File: config.mk
export PLATFORM = sky130hd
export DESIGN_NAME = sprite_hit_compare
export DESIGN_NICKNAME = d
export VERILOG_FILES = /design/src/rtl/sprite_hit_compare.sv
export SDC_FILE = /design/constraint.sdc
export NUM_CORES = 2
export LEC_CHECK = 0
export ABC_AREA = 0
export BUFFER_PORTS_ARGS = -buffer_cell sky130_fd_sc_hd__buf_4
export CAP_MARGIN = 20
export CORE_AREA = 2 2 425 427
export DETAILED_ROUTE_END_ITERATION = 8
export DIE_AREA = 0 0 427 429
export PLACE_DENSITY = 0.51
export SKIP_LAST_GASP = 1
export SLEW_MARGIN = 15
export SYNTH_ARGS = -nofsm -noshare
export SYNTH_HDL_FRONTEND = slang
export SYNTH_SLANG_ARGS = --single-unit
File: constraint.sdc
create_clock -name clk -period 37.7 [get_ports clk]
set_clock_uncertainty 0.1 [all_clocks]
set_input_delay 1.885 -clock clk [delete_from_list [all_inputs] [get_ports clk]]
set_output_delay 1.885 -clock clk [all_outputs]
set_load 0.01 [all_outputs]
File: src/rtl/sprite_hit_compare.sv
// ============================================================================
// sprite_hit_compare
// ----------------------------------------------------------------------------
// Pixel-rate comparator bank feeding the comparator-stage register select
// mux. Holds 31 sprite entry registers. For every presented pixel coordinate
// it produces a registered hit vector: bit k-1 set means entry k covers the
// pixel. The entry registers are exported to drive the mux data inputs.
//
// Entry word layout: [9:0] x origin, [19:10] y origin, [29] active. All other
// bits are stored and exported but not interpreted.
//
// Ports:
//   clk           system clock
//   reset         asynchronous, active-high reset
//   wr_en         entry write strobe
//   wr_addr       entry index 1..31 (0 is ignored)
//   wr_data       entry word
//   frame_start   one-cycle pulse at frame start (used by the shadow build only)
//   pixel_valid   pixel coordinate present this cycle
//   pixel_x/y     pixel column / row
//   r1..r31       live (committed) entry registers
//   result        hit vector, bit k-1 = entry k, bits 31 and up always 0
//   result_valid  result corresponds to a valid pixel
//   hit_any       OR of result[30:0], qualified by result_valid
//
// Build option:
//   SPRITE_SHADOW_EN  when defined, writes land in shadow registers and are
//                     copied to the live entries on frame_start, so the
//                     compares never see a half-updated sprite list.
//
// Pipeline: pixel at cycle N -> result at cycle N+2, one pixel per cycle.
// SIZE_REG must be at least 32 (the active bit lives at [29] and the hit
// vector occupies 31 bits plus a zero bit 31).
// ============================================================================
module sprite_hit_compare #(
    parameter int SIZE_REG    = 32,
    parameter int SPRITE_SIZE = 20
) (
    input  logic                clk,
    input  logic                reset,
    input  logic                wr_en,
    input  logic [4:0]          wr_addr,
    input  logic [SIZE_REG-1:0] wr_data,
    input  logic                frame_start,
    input  logic                pixel_valid,
    input  logic [9:0]          pixel_x,
    input  logic [9:0]          pixel_y,
    output logic [SIZE_REG-1:0] r1,
    output logic [SIZE_REG-1:0] r2,
    output logic [SIZE_REG-1:0] r3,
    output logic [SIZE_REG-1:0] r4,
    output logic [SIZE_REG-1:0] r5,
    output logic [SIZE_REG-1:0] r6,
    output logic [SIZE_REG-1:0] r7,
    output logic [SIZE_REG-1:0] r8,
    output logic [SIZE_REG-1:0] r9,
    output logic [SIZE_REG-1:0] r10,
    output logic [SIZE_REG-1:0] r11,
    output logic [SIZE_REG-1:0] r12,
    output logic [SIZE_REG-1:0] r13,
    output logic [SIZE_REG-1:0] r14,
    output logic [SIZE_REG-1:0] r15,
    output logic [SIZE_REG-1:0] r16,
    output logic [SIZE_REG-1:0] r17,
    output logic [SIZE_REG-1:0] r18,
    output logic [SIZE_REG-1:0] r19,
    output logic [SIZE_REG-1:0] r20,
    output logic [SIZE_REG-1:0] r21,
    output logic [SIZE_REG-1:0] r22,
    output logic [SIZE_REG-1:0] r23,
    output logic [SIZE_REG-1:0] r24,
    output logic [SIZE_REG-1:0] r25,
    output logic [SIZE_REG-1:0] r26,
    output logic [SIZE_REG-1:0] r27,
    output logic [SIZE_REG-1:0] r28,
    output logic [SIZE_REG-1:0] r29,
    output logic [SIZE_REG-1:0] r30,
    output logic [SIZE_REG-1:0] r31,
    output logic [SIZE_REG-1:0] result,
    output logic                result_valid,
    output logic                hit_any
);

    localparam int         N_ENT  = 31;
    // Range limit at the 11-bit subtraction width.
    localparam logic [10:0] C_SIZE = 11'(SPRITE_SIZE);

    // Live entry registers, indexed 1..31 to match wr_addr.
    logic [SIZE_REG-1:0] r_entry [1:N_ENT];

    // Stage 1 flags (bit k-1 = entry k) and pixel qualifier.
    logic [N_ENT-1:0] r_s1_x_in;
    logic [N_ENT-1:0] r_s1_y_in;
    logic [N_ENT-1:0] r_s1_act;
    logic             r_s1_valid;

    // Stage 2 output registers.
    logic [SIZE_REG-1:0] r_result;
    logic                r_result_valid;
    logic                r_hit_any;

    // Combinational per-entry compare results.
    logic [N_ENT-1:0] w_x_in;
    logic [N_ENT-1:0] w_y_in;
    logic [N_ENT-1:0] w_act;
    logic [N_ENT-1:0] w_hits;

`ifdef SPRITE_SHADOW_EN
    // Shadow copies written by the host; committed to live entries per frame.
    logic [SIZE_REG-1:0] r_shadow [1:N_ENT];

    for (genvar k = 1; k <= N_ENT; k++) begin : g_shadow
        logic w_sel;
        assign w_sel = wr_en & (wr_addr == 5'(k));

        // Host write into the shadow register for this entry.
        always_ff @(posedge clk or posedge reset) begin
            if (reset) begin
                r_shadow[k] <= '0;
            end else if (w_sel) begin
                r_shadow[k] <= wr_data;
            end
        end

        // Frame commit; a write coinciding with frame_start is folded in so
        // it goes live together with the rest of the frame's updates.
        always_ff @(posedge clk or posedge reset) begin
            if (reset) begin
                r_entry[k] <= '0;
            end else if (frame_start) begin
                r_entry[k] <= w_sel ? wr_data : r_shadow[k];
            end
        end
    end
`else
    // frame_start has no role without shadowing; tie it off visibly.
    logic w_unused_frame_start;
    assign w_unused_frame_start = frame_start;

    for (genvar k = 1; k <= N_ENT; k++) begin : g_direct
        // Host write directly into the live entry register.
        always_ff @(posedge clk or posedge reset) begin
            if (reset) begin
                r_entry[k] <= '0;
            end else if (wr_en && (wr_addr == 5'(k))) begin
                r_entry[k] <= wr_data;
            end
        end
    end
`endif

    // Range compare for every entry. Operands are zero-extended to 11 bits;
    // bit 10 of the difference is the borrow, i.e. pixel < origin. Because
    // nothing wraps modulo 1024, sprites near coordinate 1023 are clipped.
    for (genvar k = 1; k <= N_ENT; k++) begin : g_cmp
        logic [10:0] w_dx;
        logic [10:0] w_dy;
        assign w_dx = {1'b0, pixel_x} - {1'b0, r_entry[k][9:0]};
        assign w_dy = {1'b0, pixel_y} - {1'b0, r_entry[k][19:10]};
        assign w_x_in[k-1] = ~w_dx[10] & (w_dx < C_SIZE);
        assign w_y_in[k-1] = ~w_dy[10] & (w_dy < C_SIZE);
        // Active is captured with the flags so one pixel always sees a
        // consistent snapshot of the entry, even if it is rewritten next cycle.
        assign w_act[k-1]  = r_entry[k][29];
    end

    // Stage 1: capture range flags, active bits and pixel qualifier.
    always_ff @(posedge clk or posedge reset) begin
        if (reset) begin
            r_s1_x_in  <= '0;
            r_s1_y_in  <= '0;
            r_s1_act   <= '0;
            r_s1_valid <= 1'b0;
        end else begin
            r_s1_x_in  <= w_x_in;
            r_s1_y_in  <= w_y_in;
            r_s1_act   <= w_act;
            r_s1_valid <= pixel_valid;
        end
    end

    assign w_hits = r_s1_x_in & r_s1_y_in & r_s1_act;

    // Stage 2: form the hit vector; idle cycles present an all-zero result.
    always_ff @(posedge clk or posedge reset) begin
        if (reset) begin
            r_result       <= '0;
            r_result_valid <= 1'b0;
            r_hit_any      <= 1'b0;
        end else if (r_s1_valid) begin
            r_result       <= {{(SIZE_REG-N_ENT){1'b0}}, w_hits};
            r_result_valid <= 1'b1;
            r_hit_any      <= |w_hits;
        end else begin
            r_result       <= '0;
            r_result_valid <= 1'b0;
            r_hit_any      <= 1'b0;
        end
    end

    assign result       = r_result;
    assign result_valid = r_result_valid;
    assign hit_any      = r_hit_any;

    assign r1  = r_entry[1];
    assign r2  = r_entry[2];
    assign r3  = r_entry[3];
    assign r4  = r_entry[4];
    assign r5  = r_entry[5];
    assign r6  = r_entry[6];
    assign r7  = r_entry[7];
    assign r8  = r_entry[8];
    assign r9  = r_entry[9];
    assign r10 = r_entry[10];
    assign r11 = r_entry[11];
    assign r12 = r_entry[12];
    assign r13 = r_entry[13];
    assign r14 = r_entry[14];
    assign r15 = r_entry[15];
    assign r16 = r_entry[16];
    assign r17 = r_entry[17];
    assign r18 = r_entry[18];
    assign r19 = r_entry[19];
    assign r20 = r_entry[20];
    assign r21 = r_entry[21];
    assign r22 = r_entry[22];
    assign r23 = r_entry[23];
    assign r24 = r_entry[24];
    assign r25 = r_entry[25];
    assign r26 = r_entry[26];
    assign r27 = r_entry[27];
    assign r28 = r_entry[28];
    assign r29 = r_entry[29];
    assign r30 = r_entry[30];
    assign r31 = r_entry[31];

endmodule

======== After elaboration in Yosys (flattened, before gate mapping) ========
Index checks and enable logic that the tools add are counted.
word-level totals
  flip-flop bits (word level) ............. 1120
  bits in latches ......................... 0
  memory bits (writable) .................. 0
  bits in read-only memories .............. 0
  bits of input ports ..................... 62
  output and inout bits ................... 1026
  word-level logic and storage cells ...... 354
  memories ................................ 0
cells by class
  $add $sub $neg .......................... 62
  multipliers ............................. 0
  div/mod/pow operators ................... 0
  order comparisons ....................... 62
  equal/unequal tests ..................... 31
  shift operators ......................... 0
  muxes and demuxes ....................... 3
  bitwise operators ....................... 126
  reduce and logical (&&, ||, !) cells .... 32
operator list
  kind                                                                           number
  11-bit by 5-bit less-than comparator with 1-bit output, second input constant  62
  10-bit by 10-bit subtractor with 11-bit output                                 62
  5-bit equality test, second input constant                                     16
  1-bit bitwise AND                                                              62
  31-bit bitwise AND                                                             2
  1-bit NOT                                                                      62
  5-bit by 4-bit equality test with 1-bit output, second input constant          8
  1-bit logical AND                                                              31
  31-bit 2-to-1 mux                                                              1
  31-bit OR reduction                                                            1
  5-bit by 3-bit equality test with 1-bit output, second input constant          4
  5-bit by 2-bit equality test with 1-bit output, second input constant          2
  5-bit by 1-bit equality test with 1-bit output, second input constant          1
  1-bit 2-to-1 mux                                                               2

======== Depth between registers and ports, before layout ========
  depth in word-level cells ............... 4
  gate-level depth with buffers ........... 8
  mapped depth without buffers ............ 8

======== Worst setup path after synthesis ========
No wires, ideal clock.
  kind .................................... in2reg
  start ................................... input port pixel_x[2]
  end ..................................... register r_s1_x_in[14]
  arrival time ............................ 3.518 ns
  required time ........................... 37.489 ns
  path slack .............................. 33.971 ns
  stages on the path ...................... 7
  buffers on the path ..................... 0
  path through ............................ ha_1 > a21o_1 > a31o_2 > a211oi_2 > o21ai_0 > a211o_1 > a2111oi_2
on the way
  longest elaborated chain between the ends .. 3
  elaborated cells on any way between the ends .. 4
  classes of those cells .................. add/sub (1); order compare (1); bitwise (2)
ends and longest elaborated chain
  what                                                                                 RTL line  source
  start, declared                                                                      46        input logic [9:0] pixel_x,
  10-bit by 10-bit subtractor with 11-bit output (*)                                   158       assign w_dx = {1'b0, pixel_x} - {1'b0, r_entry[k][9:0]};
  11-bit by 5-bit less-than comparator with 1-bit output or 1-bit NOT (tied branches)  160       assign w_x_in[k-1] = ~w_dx[10] & (w_dx < C_SIZE);
  1-bit bitwise AND (*)                                                                160
  net w_x_in[14]                                                                       103       logic [N_ENT-1:0] w_x_in;
  end signal, assigned                                                                 175       r_s1_x_in <= w_x_in;
  end, declared                                                                        92        logic [N_ENT-1:0] r_s1_x_in;
Mark *: on every way through the listed nets, which the timed path passes. The rest lies on a longest branch.
A chain may end at the register's enable or synchronous reset.

==> results.yml <==
sta:
  worst_pin_slew_ns: 1.17
  post-route-min-period_ns: 5.69
  rsz0062_at_grt: "false"
  relSlewSlack: 0.209
  hold_violations: 0
  fmax_mhz: 176
  tns_ns: 0
  setup_viol_count_final: 0
  fin_crit_sh: 0.151
  slew_viol_final: 0
clocking:
  clock-sinks: 1119
  post_cts_buffers: 0
  htree_levels: 4
  cts_buffers: 140
  cts_tree: "built"
  insertion_delay_ns: 0.81
  clockBufferDepth: 3
  cts_resized: 0
  cts.reportedPaths.clkPinSlew_ns: 0.06
  cts_hold_buf: 0
  root_buffer: "clkbuf_16"
worst_setup_path:
  path_buf_inv: 7
  crit_fanout: 136
  crit_path_cell_trace: "buf_4 -> inv_8 -> buf_4 -> buf_12 -> buf_4 -> buf_4 -> buf_4"
  regToRegStartpoint: "r9[13]"
  crit_path_end_kind: "async pin"
  slowest_stage: "buf_4"
  path_class: "in2async"
  cpLargestDelayFamily: "buffers and inverters"
  crit_top_cell: "buf_4"
  crit_cells: 7
  ff2ff_path_depth: 8
  crit_arrival_ns: 6.38
  cp.required_ns: 38.39
  startpoint_type: "input port"
  slowest_delay_ns: 0.85
  critPathLaunch: "reset"
final_layout:
  syn_to_final_growth_pct: 24.8
  fill_cells: 17163
  drive_above_1_share: 0.305
  finalInstanceArea_mm2: 0.0788
  layout.nets: 7748
detailed_routing:
  drtIter0Drc: 3558
  routed_wl_mm: 263
  post-route-drc-count: 0
  wl_per_cell_um: 27.4
  dr.pass1.iters: 6
  drtAntennaViolNets: 0
  vias_per_cell: 5.44
  via_count: 52243
worst_hold_path:
  min_from: "r11[29]"
  hold_depth: 0
  hp-class: "reg2reg"
synthesis:
  synth_edf_count: 0
  avgSynthCellArea_um2: 10.4
  synth-warning-count: 0
  synth_ff_type: "dfrtp_1"
  synthesis.area_mm2: 0.0632
  netlist_instances: 6074
  synth_top_area_frac: 0.443
  synth_seq_area_share: 0.443
  synth_top_area_cell: "dfrtp_1"
  synth-seq-cells: 1119
  synth.area.top_cells: "dfrtp_1 (44%), mux2_2 (14%), ha_1 (11%)"
  async_reset_ff_frac: 1.00
  yosysUniqueCellTypes: 80
  synth_nets: 6694
floorplanning:
  die_w_um: 427
  core_area_mm2: 0.178
  rows: 155
  start_util: 0.355
  die_h_um: 429
  io_pins: 1088
  dieArea_mm2: 0.183
power:
  p_int_mw: 3.03
  combinationalPowerShare: 0.366
  power.share.sequential: 0.338
  p_clk_frac: 0.295
  switching_share: 0.357
  switching_power_mw: 1.69
  p_per_area_mw_per_mm2: 59.9
  irDropWorstVdd_uv: 43.3
  power_leakage_nw: 38.1
placement:
  hpwl_mm: 185
  gp_congestion: 0.889
  io_buffers: 1085
  place_area_mm2: 0.0740
global_route:
  grt_overflow: 0
  grt_max_degree: 154
  grt_usage: 0.281
  grt_pass1_vias: 50984
  antenna_found_initial: 12
  grt_pass1_wl_mm: 370
run:
  maxCapViolations: 0
status:
  status: "finished clean"
-- kinds of logic after synthesis --
logic type,after synthesis,synth area share
other cells,1,0.0000594
mux,802,0.142
fa+ha+maj,558,0.111
buf+inv,918,0.0548
flops,1119,0.443
simple gates,1257,0.0968
compound gates,1340,0.142
xor+xnor,79,0.0110
-- synthesized netlist by cell type, drive strengths merged (12+ instances only) --
| master | n |
|---|---|
| mux2i | 43 |
| nand2b | 94 |
| nor3 | 129 |
| nand3 | 106 |
| xnor2 | 26 |
| a21oi | 259 |
| xor2 | 53 |
| clkbuf | 180 |
| o311ai | 24 |
| o31a | 12 |
| nor4 | 24 |
| a211oi | 106 |
| o22ai | 16 |
| nor4b | 37 |
| nand4 | 27 |
| a2111oi | 43 |
| buf | 51 |
| inv | 687 |
| o2111a | 13 |
| nor2 | 261 |
| mux2 | 759 |
| o21ai | 381 |
| a22o | 16 |
| a21o | 104 |
| o21a | 41 |
| o211ai | 24 |
| o21bai | 53 |
| or2 | 15 |
| o31ai | 28 |
| nand2 | 410 |
| or3 | 19 |
| o221ai | 22 |
| and2 | 25 |
| a221oi | 22 |
| o41ai | 27 |
| a31oi | 62 |
| nor2b | 47 |
| o2111ai | 16 |
| dfrtp | 1119 |
| ha | 558 |
| o41a | 12 |
| or4 | 18 |
-- stage by stage --
stage	power (mW)	instances	util	hold WS, ns	setup slack [ns]
2_1_floorplan	2.58	6074	-	0.254	4.21
3_3_place_gp	3.30	9337	0.416	0.282	31.08
3_5_place_dp	3.34	9339	0.416	0.287	31.03
4_1_cts	4.76	9585	0.442	0.302	31.90
5_1_grt	4.99	9592	0.443	0.307	31.32
6_report	4.72	9599	0.443	0.298	32.01
-- placed cells by master, fill, tap and decap left out, types with 25 or more instances in the layout --
cell,count
buf_4,1137
dfrtp_1,1119
mux2_2,759
inv_1,685
ha_1,558
nand2_1,399
o21ai_0,376
a21oi_1,259
nor2_1,248
clkbuf_16,144
nor3_1,128
a211oi_1,105
a21o_1,103
nand3_1,102
nand2b_1,90
a31oi_1,62
o21bai_1,53
xor2_1,53
nor2b_1,47
mux2i_1,43
o21a_1,41
clkbuf_8,40
nor4b_1,37
o41ai_1,27
nand4_1,27
xnor2_1,26
o31ai_1,25
and2_1,25
-- power by group through the flow --
stage / combinational, mW / sequential (mW) / clock (mW)
after floorplan: 0.899 / 1.68 / 0
after global placement: 1.70 / 1.61 / 0
after detailed placement: 1.72 / 1.61 / 0
after CTS: 1.73 / 1.60 / 1.43
after global routing: 1.89 / 1.63 / 1.48
final: 1.73 / 1.60 / 1.39
-- routing by layer --
metal	vias to the layer above	global-route usage	wire, um
li1	23828	-	-
met5	-	0	0
met4	0	0.175	18800
met3	484	0.0632	17000
met1	26185	0.332	104000
met2	1746	0.461	124000
-- worst paths after layout --
| check | end | slack [ns] |
|---|---|---|
| setup / recovery | r30[21] | 32.01 |
| hold / removal | r_s1_act[10] | 0.30 |
| setup reg to reg | r_s1_y_in[8] | 34.55 |
| hold reg to reg | r_s1_act[10] | 0.30 |
| max in group clk | r_s1_y_in[4] | 33.16 |
| min in group asynchronous | r2[7] | 1.08 |
-- final cells by class --
| type | instances | area, um2 | share of cell area |
|---|---|---|---|
| tap | 2355 | 2950 | 0.0374 |
| timing repair buffer | 1143 | 8660 | 0.110 |
| antenna | 12 | 30.0 | 0.000381 |
| sequential | 1119 | 28000 | 0.355 |
| multi-input combinational | 4037 | 31900 | 0.404 |
| clock buffer | 208 | 4240 | 0.0538 |
| inverter | 687 | 2590 | 0.0328 |
| clock inverter | 38 | 485 | 0.00616 |
Note: power is estimated with default switching activity, not from simulation.
